## src/rtl/vga_text_writer.sv

```systemverilog
// Byte-stream writer for the 80x60 text framebuffer: turns accepted bytes into registered
// framebuffer writes with terminal-style cursor handling, line blanking and screen clear.
module vga_text_writer #(
  parameter int unsigned HTILES     = 80,
  parameter int unsigned VTILES     = 60,
  parameter int unsigned ADDR_W     = 13,
  parameter logic [7:0]  CLEAR_CHAR = 8'h20
) (
  input  logic              clk,
  input  logic              rst_n,
  input  logic [7:0]        i_data,
  input  logic              i_valid,
  output logic              o_ready,
  output logic              o_we,
  output logic [ADDR_W-1:0] o_addr,
  output logic [7:0]        o_wdata,
  output logic [6:0]        o_col,
  output logic [5:0]        o_row,
  output logic              o_busy
);

  typedef enum logic [1:0] {StIdle, StEsc, StClrLine, StClrAll} state_e;

  localparam logic [6:0]        ColLast = 7'(HTILES - 1);
  localparam logic [5:0]        RowLast = 6'(VTILES - 1);
  localparam logic [ADDR_W-1:0] HtA     = ADDR_W'(HTILES);
  localparam logic [ADDR_W-1:0] AllLast = ADDR_W'(HTILES * VTILES - 1);

  state_e            state_q, state_d;
  logic [6:0]        col_q, col_d;
  logic [5:0]        row_q, row_d;
  logic [ADDR_W-1:0] cnt_q, cnt_d;
  logic              we_q, we_d;
  logic [ADDR_W-1:0] addr_q, addr_d;
  logic [7:0]        wdata_q, wdata_d;
  logic              busy_q, busy_d;

  logic              accept;
  logic              do_print;
  logic              do_adv;
  logic [ADDR_W-1:0] cur_addr;
  logic [ADDR_W-1:0] line_last;

  // Ready also waits for the final clear write to leave the output register.
  assign o_ready   = ((state_q == StIdle) || (state_q == StEsc)) && !busy_q;
  assign accept    = i_valid && o_ready;
  assign cur_addr  = ADDR_W'(row_q) * HtA + ADDR_W'(col_q);
  assign line_last = ADDR_W'(row_q) * HtA + HtA - ADDR_W'(1);

  always_comb begin
    state_d  = state_q;
    col_d    = col_q;
    row_d    = row_q;
    cnt_d    = cnt_q;
    we_d     = 1'b0;
    addr_d   = addr_q;
    wdata_d  = wdata_q;
    busy_d   = 1'b0;
    do_print = 1'b0;
    do_adv   = 1'b0;

    unique case (state_q)
      StIdle: begin
        if (accept) begin
          case (i_data)
            8'h0A: begin
              col_d  = '0;
              do_adv = 1'b1;
            end
            8'h0D: col_d = '0;
            8'h08: begin
              if (col_q != '0) begin
                col_d   = col_q - 7'd1;
                we_d    = 1'b1;
                addr_d  = cur_addr - ADDR_W'(1);
                wdata_d = CLEAR_CHAR;
              end
            end
            8'h0C: begin
              state_d = StClrAll;
              cnt_d   = '0;
            end
            8'h1B:   state_d = StEsc;
            default: do_print = 1'b1;
          endcase
        end
      end
      StEsc: begin
        if (accept) begin
          do_print = 1'b1;
          state_d  = StIdle;
        end
      end
      StClrLine: begin
        we_d    = 1'b1;
        addr_d  = cnt_q;
        wdata_d = CLEAR_CHAR;
        busy_d  = 1'b1;
        cnt_d   = cnt_q + ADDR_W'(1);
        if (cnt_q == line_last) begin
          state_d = StIdle;
        end
      end
      StClrAll: begin
        we_d    = 1'b1;
        addr_d  = cnt_q;
        wdata_d = CLEAR_CHAR;
        busy_d  = 1'b1;
        cnt_d   = cnt_q + ADDR_W'(1);
        if (cnt_q == AllLast) begin
          state_d = StIdle;
          col_d   = '0;
          row_d   = '0;
        end
      end
      default: state_d = StIdle;
    endcase

    if (do_print) begin
      we_d    = 1'b1;
      addr_d  = cur_addr;
      wdata_d = i_data;
      if (col_q == ColLast) begin
        col_d  = '0;
        do_adv = 1'b1;
      end else begin
        col_d = col_q + 7'd1;
      end
    end

    // No scrolling: the destination row is always blanked.
    if (do_adv) begin
      row_d   = (row_q == RowLast) ? '0 : row_q + 6'd1;
      state_d = StClrLine;
      cnt_d   = ADDR_W'(row_d) * HtA;
    end
  end

  always_ff @(posedge clk or negedge rst_n) begin
    if (!rst_n) begin
      state_q <= StIdle;
      col_q   <= '0;
      row_q   <= '0;
      cnt_q   <= '0;
      we_q    <= 1'b0;
      addr_q  <= '0;
      wdata_q <= '0;
      busy_q  <= 1'b0;
    end else begin
      state_q <= state_d;
      col_q   <= col_d;
      row_q   <= row_d;
      cnt_q   <= cnt_d;
      we_q    <= we_d;
      addr_q  <= addr_d;
      wdata_q <= wdata_d;
      busy_q  <= busy_d;
    end
  end

  assign o_we    = we_q;
  assign o_addr  = addr_q;
  assign o_wdata = wdata_q;
  assign o_col   = col_q;
  assign o_row   = row_q;
  assign o_busy  = busy_q;

endmodule

```

## config.mk

```make
export PLATFORM = sky130hd
export DESIGN_NAME = vga_text_writer
export DESIGN_NICKNAME = d
export VERILOG_FILES = /design/src/rtl/vga_text_writer.sv
export SDC_FILE = /design/constraint.sdc
export NUM_CORES = 1
export LEC_CHECK = 0
export BUFFER_PORTS_ARGS = -buffer_cell sky130_fd_sc_hd__buf_2
export CAP_MARGIN = 5
export CORE_MARGIN = 2
export CORE_UTILIZATION = 55
export DETAILED_ROUTE_END_ITERATION = 7
export GPL_TIMING_DRIVEN = 0
export PLACE_DENSITY = 0.78
export SYNTH_ARGS = -nofsm -noshare
export SYNTH_HDL_FRONTEND = slang
export SYNTH_SLANG_ARGS = --single-unit
export TNS_END_PERCENT = 30
```

## constraint.sdc

```tcl
create_clock -name clk -period 5.14 [get_ports clk]
set_input_delay 1.285 -clock clk [delete_from_list [all_inputs] [get_ports clk]]
set_output_delay 1.285 -clock clk [all_outputs]
set_load 0.1 [all_outputs]
```

* After elaboration in Yosys (flattened, before gate mapping)
Cells that the tools add are included.
Cells by class: add/subtract/negate cells 8, multipliers 2, eq/ne operators 24, mux-type cells 47, reductions and logical operators 19
Operators by type and width (count):
- $mux W13 | 7
- $pmux W13 S2 | 2
- $mux W7 | 5
- $eq A8 B4 Y1 const B | 4
- $mux W8 | 4
- $pmux W7 S2 | 2
- $sub A13 B1 Y13 const B | 2
- $mux W6 | 4
- $mul A6 B3 Y9 const B | 2
- $ne A3 B3 Y1 const B | 6
- $pmux W8 S2 | 1
- $add A13 B1 Y13 const B | 1
- $add A13 B7 Y13 | 1
- $add A13 B7 Y13 const B | 1
- $eq A13 B13 Y1 | 1
- $eq A13 B13 Y1 const B | 1
- $mux W1 | 13
- $mux W2 | 5
- $reduce_and A5 Y1 | 2
- $ne A3 B2 Y1 const B | 3
- $reduce_bool A3 Y1 | 3
- $eq A8 B5 Y1 const B | 1
- $pmux W2 S4 | 1
- $add A7 B1 Y7 const B | 1
- 22 further kinds | 27
Word-level totals: bits in registers 51, bits of input ports 11, output and inout bits 37, logic and storage cells 108

* Depth between registers and ports, before layout
Gate-level depths: netlist of run 1.
depth after elaboration 10, gate-level depth with buffers 11, gate-level depth less buffers 11

* Worst setup path after synthesis of run 1
Ideal clock, no wire load.
path kind register to register, start register row_q[3] (netlist: o_row[3]), end register addr_q[12] (netlist: o_addr[12]), setup time 0.124 ns, arrival time 3.490 ns, data required time 5.016 ns, path slack 1.526 ns, cell stages (with the launch flop) 10, path buffers 0, period minus slack after synthesis 3.614 ns, cell sequence dfrtp_1 > ha_1 > ha_1 > fa_1 > xnor2_2 > nor3_2 > xnor3_1 > nor4_1 > a211oi_1 > a211o_1
Between the ends: longest elaborated chain between the ends 8
Ends and longest elaborated chain:
- start, declared | line 31 | logic [5:0] row_q, row_d;
- start signal, assigned | line 152 | row_q <= row_d;
- $mul A6 B3 Y9 (*) | line 47 | assign cur_addr = ADDR_W'(row_q) * HtA + ADDR_W'(col_q);
- $add A13 B7 Y13 (*) | line 47
- $sub A13 B1 Y13 | line 75 | addr_d = cur_addr - ADDR_W'(1);
- $mux W13 | line 72 | if (col_q != '0) begin
- $mux W13 | line 65 | case (i_data)
- $mux W13 | line 64 | if (accept) begin
- $pmux W13 S2 | line 62 | unique case (state_q)
- $mux W13 (*) | line 119 | if (do_print) begin
- end signal, assigned | line 155 | addr_q <= addr_d;
- end, declared | line 34 | logic [ADDR_W-1:0] addr_q, addr_d;
Mark *: on every way between the ends. The rest lies on a longest branch, timed or not. The select of a mux whose other input is x is not followed. A chain may end at the register's enable or synchronous reset.

* Worst setup path in the final report of run 1
start register row_q[1] (netlist: o_row[1]), end register state_q[1]
Between the ends: longest elaborated chain between the ends 6
Ends and longest elaborated chain:
- $mul A6 B3 Y9 | line 48 | assign line_last = ADDR_W'(row_q) * HtA + HtA - ADDR_W'(1);
- $add A13 B7 Y13 | line 48
- $sub A13 B1 Y13 | line 48
- $eq A13 B13 Y1 | line 100 | if (cnt_q == line_last) begin
- $ne A3 B3 Y1 (no line)
- $reduce_and A5 Y1 (no line)
- end signal, assigned | line 141 | state_q <= StIdle;
- end signal, assigned | line 150 | state_q <= state_d;
- end, declared | line 29 | state_e state_q, state_d;
No other way between the ends.

==> results of run 1 <==
worst min-delay path, cell delays in order, from the launching register on:
cell                      delay (ps)
sky130_fd_sc_hd__dfrtp_1         350
sky130_fd_sc_hd__nand2_1          50
sky130_fd_sc_hd__o31ai_1          50
power by group:
| group | switching [mW] | internal, mW |
|---|---|---|
| Combinational | 0.118 | 0.0532 |
| Clock | 0.146 | 0.0957 |
| Sequential | 0.0124 | 0.406 |
| Total | 0.276 | 0.555 |
area by class of cell:
| class | count | area share |
|---|---|---|
| clock inverters | 2 | 0.002677 |
| clock buffers | 6 | 0.01553 |
| repair buffers | 46 | 0.05248 |
| flip-flops and latches | 51 | 0.2731 |
| well taps | 99 | 0.02651 |
| plain buffers | 33 | 0.03106 |
| inverters | 13 | 0.01044 |
| multi-input cells | 388 | 0.5882 |
worst paths after layout:
kind	from	endpoint	slack, ps	cells after the start
max	o_row[1]	state_q[1]	1440	9
min	o_addr[7]	o_addr[7]	490	2
max reg2reg	o_row[1]	state_q[1]	1440	9
min reg2reg	o_addr[7]	o_addr[7]	490	2
max in group asynchronous	rst_n	o_row[5]	3710	2
min in group asynchronous	rst_n	o_addr[11]	890	1
per-layer routing:
metal  GRT usage  vias up  share of wire
met4      0.1023        0          0.030
met3     0.05726       42          0.086
met1      0.3959     1993           0.43
li1            -     1932              -
met2      0.4455      203           0.46
met5           0        -              0
sequential cells by signal, summed over array words and instances (netlist names):
| signal | cells |
|---|---|
| o_addr | 13 |
| o_busy | 1 |
| o_we | 1 |
| state_q | 2 |
| o_wdata | 8 |
| o_row | 6 |
| o_col | 7 |
| cnt_q | 13 |
synthesized netlist by cell type (8+ instances only):
library cell | number | area share
sky130_fd_sc_hd__xor2_1 | 12 | 0.025
sky130_fd_sc_hd__a22o_1 | 10 | 0.021
sky130_fd_sc_hd__nand3_1 | 19 | 0.023
sky130_fd_sc_hd__o22ai_1 | 11 | 0.016
sky130_fd_sc_hd__o21ai_0 | 21 | 0.025
sky130_fd_sc_hd__buf_2 | 8 | 0.0095
sky130_fd_sc_hd__nor3_1 | 14 | 0.017
sky130_fd_sc_hd__nor2_1 | 26 | 0.023
sky130_fd_sc_hd__a31oi_1 | 11 | 0.016
sky130_fd_sc_hd__ha_1 | 25 | 0.074
sky130_fd_sc_hd__clkbuf_1 | 23 | 0.020
sky130_fd_sc_hd__dfrtp_1 | 51 | 0.30
sky130_fd_sc_hd__a21oi_1 | 31 | 0.037
sky130_fd_sc_hd__nand2_1 | 45 | 0.040
sky130_fd_sc_hd__inv_1 | 12 | 0.011
sky130_fd_sc_hd__xnor2_1 | 15 | 0.031
through the flow:
stage | util | cell area, sq um | total power, mW | hold slack, ps | setup WS [ps]
4_1_cts | 0.6348 | 4653 | 0.8316 | 488.1 | 1517
3_5_place_dp | 0.6231 | 4568 | 0.5939 | 466.2 | 1539
5_1_grt | 0.6375 | 4673 | 0.8740 | 512.6 | 1326
6_report | 0.6375 | 4673 | 0.8313 | 486.8 | 1442
2_1_floorplan | - | 4219 | 0.5512 | 520.4 | 1526
3_3_place_gp | 0.6231 | 4568 | 0.5894 | 463.5 | 1613
cell families after synthesis:
group | synth area share
adder cells (fa/ha/maj) | 0.08838
XOR/XNOR | 0.07592
buffers and inverters | 0.04597
AND/OR/NAND/NOR | 0.2177
flip-flops | 0.3025
multiplexers | 0.01186
AO/OA/AOI/OAI | 0.2577
==> tab_implementation.tex, run 1 <==
\begin{tabular}{lr}
\hline
Metric & Value \\
\hline
\multicolumn{2}{l}{\textbf{Final layout}} \\
Count of fill cells added during filler insertion & 615 \\
Diode insertion count for antenna repair & 0 \\
Multi-input gate area & 0.002749 sq mm \\
Area overhead of the layout relative to synthesis & 10.77\% \\
Final standard cell count with taps included and fillers excluded & 638 \\
Most common cell after layout, fill and taps aside & sky130\_fd\_sc\_hd\_\_buf\_2 \\
Most used cells in the layout excluding fill and tap cells & sky130\_fd\_sc\_hd\_\_buf\_2, sky130\_fd\_sc\_hd\_\_dfrtp\_1, sky130\_fd\_sc\_hd\_\_nand2\_1, sky130\_fd\_sc\_hd\_\_a21oi\_1, sky130\_fd\_sc\_hd\_\_nor2\_1 \\
Fraction of final layout cells with drive strength greater than 1 & 0.1670 \\
Final-stage net count & 577 \\
Seq. cell area & between 0.001 and 0.0015 sq mm \\
\multicolumn{2}{l}{\textbf{Setup path}} \\
Number of buffers and inverters on the critical path & 0 \\
Worst path arrival time & 3880 ps \\
Crit path kind & flip-flop to flip-flop \\
Worst setup SP type & flip-flop \\
Required time at the endpoint of the critical path & 5320 ps \\
Worst-path cell with the longest stage delay & sky130\_fd\_sc\_hd\_\_a2111oi\_0 \\
Crit path cell chain & ha\_1 > ha\_1 > fa\_1 > xnor2\_2 > xnor3\_1 > nand4\_1 > a31o\_2 > a2111oi\_0 > o31ai\_1 \\
Type of element capturing the critical path & flip-flop \\
Delay of the slowest cell on the worst path & 780 ps \\
Most frequent cell on the critical path & sky130\_fd\_sc\_hd\_\_ha\_1 \\
Crit path max-delay family & compound AO/OA/AOI/OAI gates \\
Maximum fanout along the worst path & 9 \\
\multicolumn{2}{l}{\textbf{Synth}} \\
Number of synthesized flops with an enable pin & 0 \\
Count of yosys warnings during synthesis & 0 \\
Synthesized net count & 524 \\
Share of synthesized registers carrying an async set or reset & 1.000 \\
Post-Synthesis Cells & approximately 490 \\
Count of distinct cell types in the synthesized netlist & 76 \\
Synth Register Bits & 51 \\
Synth Flop Type & sky130\_fd\_sc\_hd\_\_dfrtp\_1 \\
Synth Area per Inst & 8.699 sq um \\
Sequential share of the synthesized area & 0.3025 \\
Synth Cell Area & 0.004219 sq mm \\
\multicolumn{2}{l}{\textbf{Routing}} \\
Number of search-and-repair iterations in the first detailed-routing pass & 6 \\
Routed vias & 4,170 \\
Antenna viol nets, final & 0 \\
Routed wire per std cell & 18.29 um \\
WL final & 11,670 um \\
Number of vias per cell & between 6 and 7 \\
\# DRC & 0 \\
Initial DRC count & 416 \\
\multicolumn{2}{l}{\textbf{Clock tree}} \\
TritonCTS clock tree & yes \\
CTS H-Tree Depth & 2 \\
Worst-path clk slew & 100 ps \\
Cell at the root of the clock tree & sky130\_fd\_sc\_hd\_\_clkbuf\_8 \\
Clock insertion delay at the later pin of the skew report & around 320 ps \\
Number of setup buffers added after CTS & 0 \\
Number of buffers on the longest clock path & 2 \\
Number of CTS-inserted buffers & 5 \\
Hold-fix buffers at CTS & 0 \\
TritonCTS sink count & 51 \\
Number of gates resized after CTS & 0 \\
\multicolumn{2}{l}{\textbf{Floorplanning}} \\
Core ar. & between 0.007 and 0.008 sq mm \\
DIE AREA & 0.008388 sq mm \\
Num ports & 48 \\
Vertical die dimension & slightly above 90 um \\
Effective utilization at floorplan & 0.5755 \\
Cell Rows & 31 \\
Die Wd & 91.59 um \\
\multicolumn{2}{l}{\textbf{Global routing}} \\
Global router's overall resource usage & 0.2866 \\
Vias in the first global route & 3,917 \\
Largest net degree at the start of global routing & 52 \\
Global-route wire length before repair & 19,250 um \\
Overflow left after global routing & 0 \\
Initial antenna violation count & 0 \\
\multicolumn{2}{l}{\textbf{Power}} \\
LEAKAGE & 2.037 nW \\
Peak supply drop & 0.1657 mV \\
Power Density & 177.9 mW/mm\^{}2 \\
\multicolumn{2}{l}{\textbf{Timing}} \\
Transition time at the pin with the least slew margin & 882.5 ps \\
RSZ-0062 raised after global routing & no \\
Final setup violating endpoints & 0 \\
Max-slew headroom at the worst pin & 0.3964 \\
Setup clock skew after layout & 3.015 ps \\
Final critical delay including setup and external delays & 3698 ps \\
Number of failing hold endpoints at the final stage & 0 \\
Aggregate negative setup slack & 0 ps \\
Achievable frequency & 0.2704 GHz \\
Crit share post-route & 0.7194 \\
Pins Over Slew Limit & 0 \\
\multicolumn{2}{l}{\textbf{Placed design}} \\
Placed insts & 629 \\
Count of buffers from port buffering & 45 \\
Final weighted congestion of routability-driven global placement & 0.9307 \\
Detailed Place HPWL & 8524 um \\
\multicolumn{2}{l}{\textbf{Run status}} \\
Status & complete, no violations \\
\multicolumn{2}{l}{\textbf{Worst hold path}} \\
Tightest Hold Check Type & flip-flop to flip-flop \\
\multicolumn{2}{l}{\textbf{Run}} \\
Maximum capacitance violations & 0 \\
\hline
\end{tabular}
No activity file was read; power rests on OpenSTA's default activity.
==> run 2, diff against run 1 <==
==> constraint.sdc (replaced) <==
create_clock -name clk -period 3.7 [get_ports clk]
set_input_delay 0.925 -clock clk [delete_from_list [all_inputs] [get_ports clk]]
set_output_delay 0.925 -clock clk [all_outputs]
set_load 0.1 [all_outputs]
==> run 2 against run 1 <==
  * Non-clock buffer count stayed put
  * Wire length is 0.33% lower
  * Sequential share of layout area hardly changed
  * Highest routed layer unchanged
  * Global-route usage stayed put
  * Maximum frequency is 4.0% higher
  * Cell area hardly changed
  * Critical path depth stayed put
  * Critical endpoint unchanged
==> tab_implementation.tex, run 2 (same netlist as run 1, synthesis figures left out) <==
\begin{tabular}{lr}
\hline
Metric & Value \\
\hline
\multicolumn{2}{l}{\textbf{Power}} \\
Overall power after layout & 1.159 mW (+39\%) \\
Share of power burned in the clock network & 0.293 (+0.003) \\
Power Density & 247.9 mW/mm\^{}2 (+39\%) \\
LEAKAGE & 2.037 nW (about the same) \\
Peak supply drop & 0.2297 mV (+39\%) \\
Relative contribution of sequential cells to total power & 0.502 (-0.002) \\
Cell internal power dissipation & 0.7716 mW (+39\%) \\
Switching power & 0.3871 mW (+40\%) \\
Gate power share & 0.205 (about the same) \\
Net switching share of the total power & 0.3341 (+0.002132) \\
\multicolumn{2}{l}{\textbf{Clock tree}} \\
TritonCTS sink count & 51 (unchanged) \\
Number of CTS-inserted buffers & 5 (unchanged) \\
Worst-path clk slew & 100 ps (about the same) \\
Number of buffers on the longest clock path & 2 (unchanged) \\
Cell at the root of the clock tree & sky130\_fd\_sc\_hd\_\_clkbuf\_8 \\
TritonCTS clock tree & yes \\
Clock insertion delay at the later pin of the skew report & 320 ps (about the same) \\
CTS H-Tree Depth & 2 (unchanged) \\
Number of setup buffers added after CTS & 0 (unchanged) \\
\multicolumn{2}{l}{\textbf{Floorplanning}} \\
Core ar. & 0.007331 sq mm (unchanged) \\
DIE AREA & 0.008388 sq mm (unchanged) \\
Cell Rows & 31 (unchanged) \\
Die Wd & 91.59 um (unchanged) \\
Vertical die dimension & 91.59 um (unchanged) \\
Effective utilization at floorplan & 0.5755 (unchanged) \\
Num ports & 48 (unchanged) \\
\multicolumn{2}{l}{\textbf{Setup path}} \\
Worst setup SP type & flip-flop \\
Worst path arrival time & 3750 ps (-130 ps) \\
Worst reg2reg path startpoint & o\_row[1] \\
Setup crit start & o\_row[1] \\
Crit path kind & flip-flop to flip-flop \\
Required time at the endpoint of the critical path & 3890 ps (-1430 ps) \\
Type of element capturing the critical path & flip-flop \\
Maximum fanout along the worst path & 9 (unchanged) \\
\multicolumn{2}{l}{\textbf{Timing}} \\
Final setup violating endpoints & 0 (unchanged) \\
Setup clock skew after layout & 5.067 ps (+2.053 ps) \\
Transition time at the pin with the least slew margin & 714.7 ps (-167.8 ps) \\
Number of failing hold endpoints at the final stage & 0 (unchanged) \\
Pins Over Slew Limit & 0 (unchanged) \\
Final critical delay including setup and external delays & 3556 ps (-141.9 ps) \\
Minimum setup slack in the final design & 144.2 ps (-1298 ps) \\
Max-slew headroom at the worst pin & 0.5225 (+0.1261) \\
Aggregate negative setup slack & 0 ps (unchanged) \\
Achievable frequency & 0.2812 GHz (+4.0\%) \\
Crit share post-route & 0.9610 (+0.2416) \\
RSZ-0062 raised after global routing & no \\
\multicolumn{2}{l}{\textbf{Final layout}} \\
Final standard cell count with taps included and fillers excluded & 638 (unchanged) \\
Final-stage net count & 577 (unchanged) \\
Area overhead of the layout relative to synthesis & 10.79\% (about the same) \\
Fraction of final layout cells with drive strength greater than 1 & 0.1670 (unchanged) \\
Diode insertion count for antenna repair & 0 (unchanged) \\
Most common cell after layout, fill and taps aside & sky130\_fd\_sc\_hd\_\_buf\_2 \\
Most used cells in the layout excluding fill and tap cells & sky130\_fd\_sc\_hd\_\_buf\_2, sky130\_fd\_sc\_hd\_\_dfrtp\_1, sky130\_fd\_sc\_hd\_\_nand2\_1, sky130\_fd\_sc\_hd\_\_a21oi\_1, sky130\_fd\_sc\_hd\_\_nor2\_1 \\
Area of all placed cells without fillers & 0.004674 sq mm (about the same) \\
Count of fill cells added during filler insertion & 617 (+0.33\%) \\
\multicolumn{2}{l}{\textbf{Routing}} \\
Antenna viol nets, final & 0 (unchanged) \\
\# DRC & 0 (unchanged) \\
Number of search-and-repair iterations in the first detailed-routing pass & 7 (+1) \\
WL final & 11,630 um (-0.33\%) \\
Routed vias & 4,186 (+0.38\%) \\
Routed wire per std cell & 18.23 um (-0.33\%) \\
Initial DRC count & 388 (-6.7\%) \\
Number of vias per cell & 6.561 (+0.38\%) \\
\multicolumn{2}{l}{\textbf{Global routing}} \\
Global-route wire length before repair & 19,250 um (unchanged) \\
Vias in the first global route & 3,917 (unchanged) \\
Overflow left after global routing & 0 (unchanged) \\
Largest net degree at the start of global routing & 52 (unchanged) \\
Global router's overall resource usage & 0.2866 (unchanged) \\
Initial antenna violation count & 0 (unchanged) \\
\multicolumn{2}{l}{\textbf{Placed design}} \\
Final weighted congestion of routability-driven global placement & 0.9307 (unchanged) \\
Worst slack, placed & 98.98 ps (-1440 ps) \\
Detailed Place HPWL & 8524 um (unchanged) \\
Total placed instance area & 0.004568 sq mm (unchanged) \\
Placed insts & 629 (unchanged) \\
Count of buffers from port buffering & 45 (unchanged) \\
\multicolumn{2}{l}{\textbf{Run}} \\
Maximum capacitance violations & 0 (unchanged) \\
\multicolumn{2}{l}{\textbf{Worst hold path}} \\
Hold Path Origin & o\_addr[7] \\
Tightest Hold Check Type & flip-flop to flip-flop \\
\multicolumn{2}{l}{\textbf{Run status}} \\
Status & complete, no violations \\
\hline
\end{tabular}
## run 2: worst paths after layout
check | endpoint | cells after the start | slack [ps]
min in group asynchronous | o_addr[11] | 1 | 520
min | o_addr[7] | 2 | 490
max | state_q[1] | 9 | 140
max in group asynchronous | o_row[3] | 2 | 2640
min reg2reg | o_addr[7] | 2 | 490
max reg2reg | state_q[1] | 9 | 140
## run 2: final cells by class
| cell class | count | area [sq um] | share of cell area |
|---|---|---|---|
| timing repair buffer | 46 | 245.2 | 0.05246 |
| clock inverter | 2 | 12.51 | 0.002677 |
| buffer | 33 | 145.1 | 0.03105 |
| sequential | 51 | 1276 | 0.2730 |
| clock buffer | 6 | 72.57 | 0.01552 |
| tap | 99 | 123.9 | 0.02650 |
| inverter | 13 | 48.80 | 0.01044 |
| multi-input combinational | 388 | 2750 | 0.5883 |
## run 2: per-stage QoR
step,util,hold slack (ps)
6_report,0.6377,488.6
5_1_grt,0.6377,512.6
4_1_cts,0.6348,488.1
3_5_place_dp,0.6231,466.2
3_3_place_gp,0.6231,463.5
2_1_floorplan,-,520.4
## run 2: per-layer routing
layer / vias up / routed length (um) / GRT usage
met3: 42 / 937 / 0.05726
met5: - / 0 / 0
met1: 2013 / 4993 / 0.3959
met2: 211 / 5352 / 0.4455
li1: 1920 / - / -
met4: 0 / 345 / 0.1023
## run 2: what timing repair did
action | CTS | global route
setup endpoints to repair | 0 | 1
hold buffers | 0 | 0
resized for setup | 0 | 1
## run 2: worst max-delay path, cell delays in order, from the launching register on
cell                        delay, ps
sky130_fd_sc_hd__dfrtp_1          520
sky130_fd_sc_hd__ha_1             350
sky130_fd_sc_hd__ha_1             230
sky130_fd_sc_hd__fa_1             460
sky130_fd_sc_hd__xnor2_2          450
sky130_fd_sc_hd__xnor3_1          300
sky130_fd_sc_hd__nand4_1          120
sky130_fd_sc_hd__a31o_2           240
sky130_fd_sc_hd__a2111oi_1        640
sky130_fd_sc_hd__o31ai_1          120
## run 2: power by group through the flow
| stage | registers, mW | clock network (mW) | logic (mW) |
|---|---|---|---|
| floorplan | 0.643 | 0 | 0.122 |
| global placement | 0.591 | 0 | 0.227 |
| detailed placement | 0.592 | 0 | 0.233 |
| CTS | 0.581 | 0.340 | 0.234 |
| global route | 0.583 | 0.371 | 0.260 |
| finish | 0.582 | 0.339 | 0.238 |
==> run 3, diff against run 2 <==
--- a/config.mk
+++ b/config.mk
@@ -7,11 +7,13 @@
 export LEC_CHECK = 0
 export BUFFER_PORTS_ARGS = -buffer_cell sky130_fd_sc_hd__buf_2
 export CAP_MARGIN = 5
+export CELL_PAD_IN_SITES_DETAIL_PLACEMENT = 0
+export CELL_PAD_IN_SITES_GLOBAL_PLACEMENT = 1
 export CORE_MARGIN = 2
-export CORE_UTILIZATION = 55
+export CORE_UTILIZATION = 45
 export DETAILED_ROUTE_END_ITERATION = 7
 export GPL_TIMING_DRIVEN = 0
-export PLACE_DENSITY = 0.78
+export PLACE_DENSITY = 0.83
 export SYNTH_ARGS = -nofsm -noshare
 export SYNTH_HDL_FRONTEND = slang
 export SYNTH_SLANG_ARGS = --single-unit
==> run 3 against run 2 <==
  * Final cell count up 1.7%
  * Sequential power about the same
  * Critical path depth unchanged
  * First-iteration DRC count down 56%
  * Total power up 5.0%
  * Clock power up 17%
  * Worst setup slack better by 72 ps
  * Wire length up 5.2%
  * Utilization down 12 points
  * Sequential cell count unchanged
  * Worst hold slack better by 6.1 ps
  * Sequential share of layout area down 0.27 points
  * Critical path type unchanged
  * Largest cell class unchanged
==> tab_implementation.tex, run 3 (same netlist as run 1, synthesis figures left out) <==
\begin{tabular}{lr}
\hline
Metric & Value \\
\hline
\multicolumn{2}{l}{\textbf{Run status}} \\
Status & complete, no violations \\
\multicolumn{2}{l}{\textbf{Timing}} \\
Transition time at the pin with the least slew margin & 700.1 ps (-14.60 ps) \\
Final critical delay including setup and external delays & 3484 ps (-72.26 ps) \\
RSZ-0062 raised after global routing & no \\
Aggregate negative setup slack & 0 ps (unchanged) \\
Crit share post-route & 0.9415 (-0.01953) \\
Minimum setup slack in the final design & 216.5 ps (+72.26 ps) \\
Achievable frequency & 0.2871 GHz (+2.1\%) \\
Final setup violating endpoints & 0 (unchanged) \\
Number of failing hold endpoints at the final stage & 0 (unchanged) \\
Pins Over Slew Limit & 0 (unchanged) \\
Hold slack & 494.7 ps (+6.060 ps) \\
Setup clock skew after layout & 14.96 ps (+9.888 ps) \\
Max-slew headroom at the worst pin & 0.5322 (+0.009757) \\
\multicolumn{2}{l}{\textbf{Routing}} \\
Antenna viol nets, final & 0 (unchanged) \\
Routed wire per std cell & 18.84 um (+3.4\%) \\
Routed vias & 4,026 (-3.8\%) \\
Initial DRC count & 171 (-56\%) \\
Number of search-and-repair iterations in the first detailed-routing pass & 4 (-3) \\
\# DRC & 0 (unchanged) \\
Number of vias per cell & 6.203 (-5.5\%) \\
WL final & 12,230 um (+5.2\%) \\
\multicolumn{2}{l}{\textbf{Worst hold path}} \\
Tightest Hold Check Type & flip-flop to flip-flop \\
Worst min-delay path endpoint & o\_addr[6] \\
Number of instances on the worst hold path & 2 (unchanged) \\
Hold Path Origin & o\_addr[6] \\
\multicolumn{2}{l}{\textbf{Global routing}} \\
Initial antenna violation count & 0 (unchanged) \\
Overflow left after global routing & 0 (unchanged) \\
Vias in the first global route & 3,910 (-0.18\%) \\
Largest net degree at the start of global routing & 52 (unchanged) \\
Global router's overall resource usage & 0.2497 (-0.03688) \\
Global-route wire length before repair & 19,900 um (+3.4\%) \\
\multicolumn{2}{l}{\textbf{Power}} \\
Switching power & 0.3790 mW (-2.1\%) \\
Power Density & 257.7 mW/mm\^{}2 (+3.9\%) \\
LEAKAGE & 2.047 nW (+0.51\%) \\
Peak supply drop & 0.1705 mV (-26\%) \\
Cell internal power dissipation & 0.8377 mW (+8.6\%) \\
Share of power burned in the clock network & 0.326 (+0.033) \\
Gate power share & 0.196 (-0.009) \\
Net switching share of the total power & 0.3115 (-0.02255) \\
Relative contribution of sequential cells to total power & 0.478 (-0.024) \\
Overall power after layout & 1.217 mW (+5.0\%) \\
\multicolumn{2}{l}{\textbf{Setup path}} \\
Minimum setup slack among reg-to-reg paths & 220 ps (+70 ps) \\
Reg2Reg Depth & 9 (unchanged) \\
Worst reg2reg path startpoint & o\_row[1] \\
Worst setup SP type & flip-flop \\
Crit path kind & flip-flop to flip-flop \\
Required time at the endpoint of the critical path & 3910 ps (+20 ps) \\
Worst flop-to-flop path endpoint & o\_addr[12] \\
Worst path arrival time & 3690 ps (-60 ps) \\
Setup crit start & o\_row[1] \\
Maximum fanout along the worst path & 8 (-1) \\
Type of element capturing the critical path & flip-flop \\
\multicolumn{2}{l}{\textbf{Clock tree}} \\
CTS H-Tree Depth & 2 (unchanged) \\
Clock insertion delay at the later pin of the skew report & 310 ps (about the same) \\
TritonCTS clock tree & yes \\
Cell at the root of the clock tree & sky130\_fd\_sc\_hd\_\_clkbuf\_8 \\
Worst-path clk slew & 100 ps (about the same) \\
Number of setup buffers added after CTS & 0 (unchanged) \\
Number of buffers on the longest clock path & 2 (unchanged) \\
TritonCTS sink count & 51 (unchanged) \\
Number of CTS-inserted buffers & 5 (unchanged) \\
\multicolumn{2}{l}{\textbf{Floorplanning}} \\
Die Wd & 100.8 um (+10\%) \\
Cell Rows & 35 (+13\%) \\
Num ports & 48 (unchanged) \\
Vertical die dimension & 100.8 um (+10\%) \\
Effective utilization at floorplan & 0.4610 (-0.1146) \\
DIE AREA & 0.01017 sq mm (+21\%) \\
Core ar. & 0.009153 sq mm (+25\%) \\
\multicolumn{2}{l}{\textbf{Placed design}} \\
Detailed Place HPWL & 9192 um (+7.8\%) \\
Final weighted congestion of routability-driven global placement & 0.8613 (-7.5\%) \\
Total placed instance area & 0.004583 sq mm (+0.33\%) \\
Count of buffers from port buffering & 45 (unchanged) \\
Placed insts & 641 (+1.9\%) \\
Worst slack, placed & 53.04 ps (-45.94 ps) \\
\multicolumn{2}{l}{\textbf{Final layout}} \\
Area of all placed cells without fillers & 0.004722 sq mm (+1.0\%) \\
Area overhead of the layout relative to synthesis & 11.92\% \\
Final core utilization & 0.5159 (-0.1217) \\
Most common cell after layout, fill and taps aside & sky130\_fd\_sc\_hd\_\_buf\_2 \\
Final-stage net count & 577 (unchanged) \\
Final standard cell count with taps included and fillers excluded & 649 (+1.7\%) \\
Diode insertion count for antenna repair & 0 (unchanged) \\
Most used cells in the layout excluding fill and tap cells & sky130\_fd\_sc\_hd\_\_buf\_2, sky130\_fd\_sc\_hd\_\_dfrtp\_1, sky130\_fd\_sc\_hd\_\_nand2\_1, sky130\_fd\_sc\_hd\_\_a21oi\_1, sky130\_fd\_sc\_hd\_\_nor2\_1 \\
Fraction of final layout cells with drive strength greater than 1 & 0.1673 (+0.0003104) \\
\multicolumn{2}{l}{\textbf{Run}} \\
Maximum capacitance violations & 0 (unchanged) \\
\hline
\end{tabular}
-- run 3: power by group through the flow --
stage / Clock, mW / Sequential, mW / Combinational [mW]
2_1_floorplan: 0 / 0.643 / 0.122
6_report: 0.396 / 0.582 / 0.239
3_3_place_gp: 0 / 0.592 / 0.229
4_1_cts: 0.405 / 0.582 / 0.234
3_5_place_dp: 0 / 0.593 / 0.233
5_1_grt: 0.428 / 0.584 / 0.260
-- run 3: repair_timing --
| action | in CTS | in global routing |
|---|---|---|
| gates resized for setup | 1 | 1 |
| endpoints found under the hold margin | 0 | 0 |
| setup endpoints to repair | 1 | 1 |
| pin swaps | 0 | 0 |
| hold buffers | 0 | 0 |
-- run 3: worst max-delay path by stage --
| stage | end | slack, ps |
|---|---|---|
| final | o_addr[12] | 220 |
| after global placement | state_q[1] | 170 |
| after global routing | o_addr[12] | 10 |
| after CTS | state_q[1] | 120 |
| after detailed placement | state_q[1] | 50 |
| after floorplan | o_addr[12] | 90 |
-- run 3: final cells by class --
type	instances	area [sq um]
clock inverters	2	37.54
flip-flops and latches	51	1276
clock buffers	5	68.82
inverters	13	48.80
plain buffers	33	145.1
multi-input cells	388	2761
repair buffers	46	245.2
well taps	111	138.9
fillers	897	4431
-- run 3: routing by layer --
metal	up-vias	routed length (um)	global-route usage	part of all wire
met4	0	178	0.05901	0.015
met2	119	5941	0.4277	0.49
met3	19	636	0.04230	0.052
li1	1932	-	-	-
met5	-	0	0	0
met1	1956	5474	0.3294	0.45
-- run 3: worst max-delay path: stages, from the launching register on --
cell,delay [ps]
sky130_fd_sc_hd__dfrtp_1,600
sky130_fd_sc_hd__ha_1,300
sky130_fd_sc_hd__ha_1,230
sky130_fd_sc_hd__fa_1,640
sky130_fd_sc_hd__nand2_1,150
sky130_fd_sc_hd__nor3_2,290
sky130_fd_sc_hd__xnor3_1,360
sky130_fd_sc_hd__nor4_1,440
sky130_fd_sc_hd__a211oi_1,130
sky130_fd_sc_hd__a211o_1,230
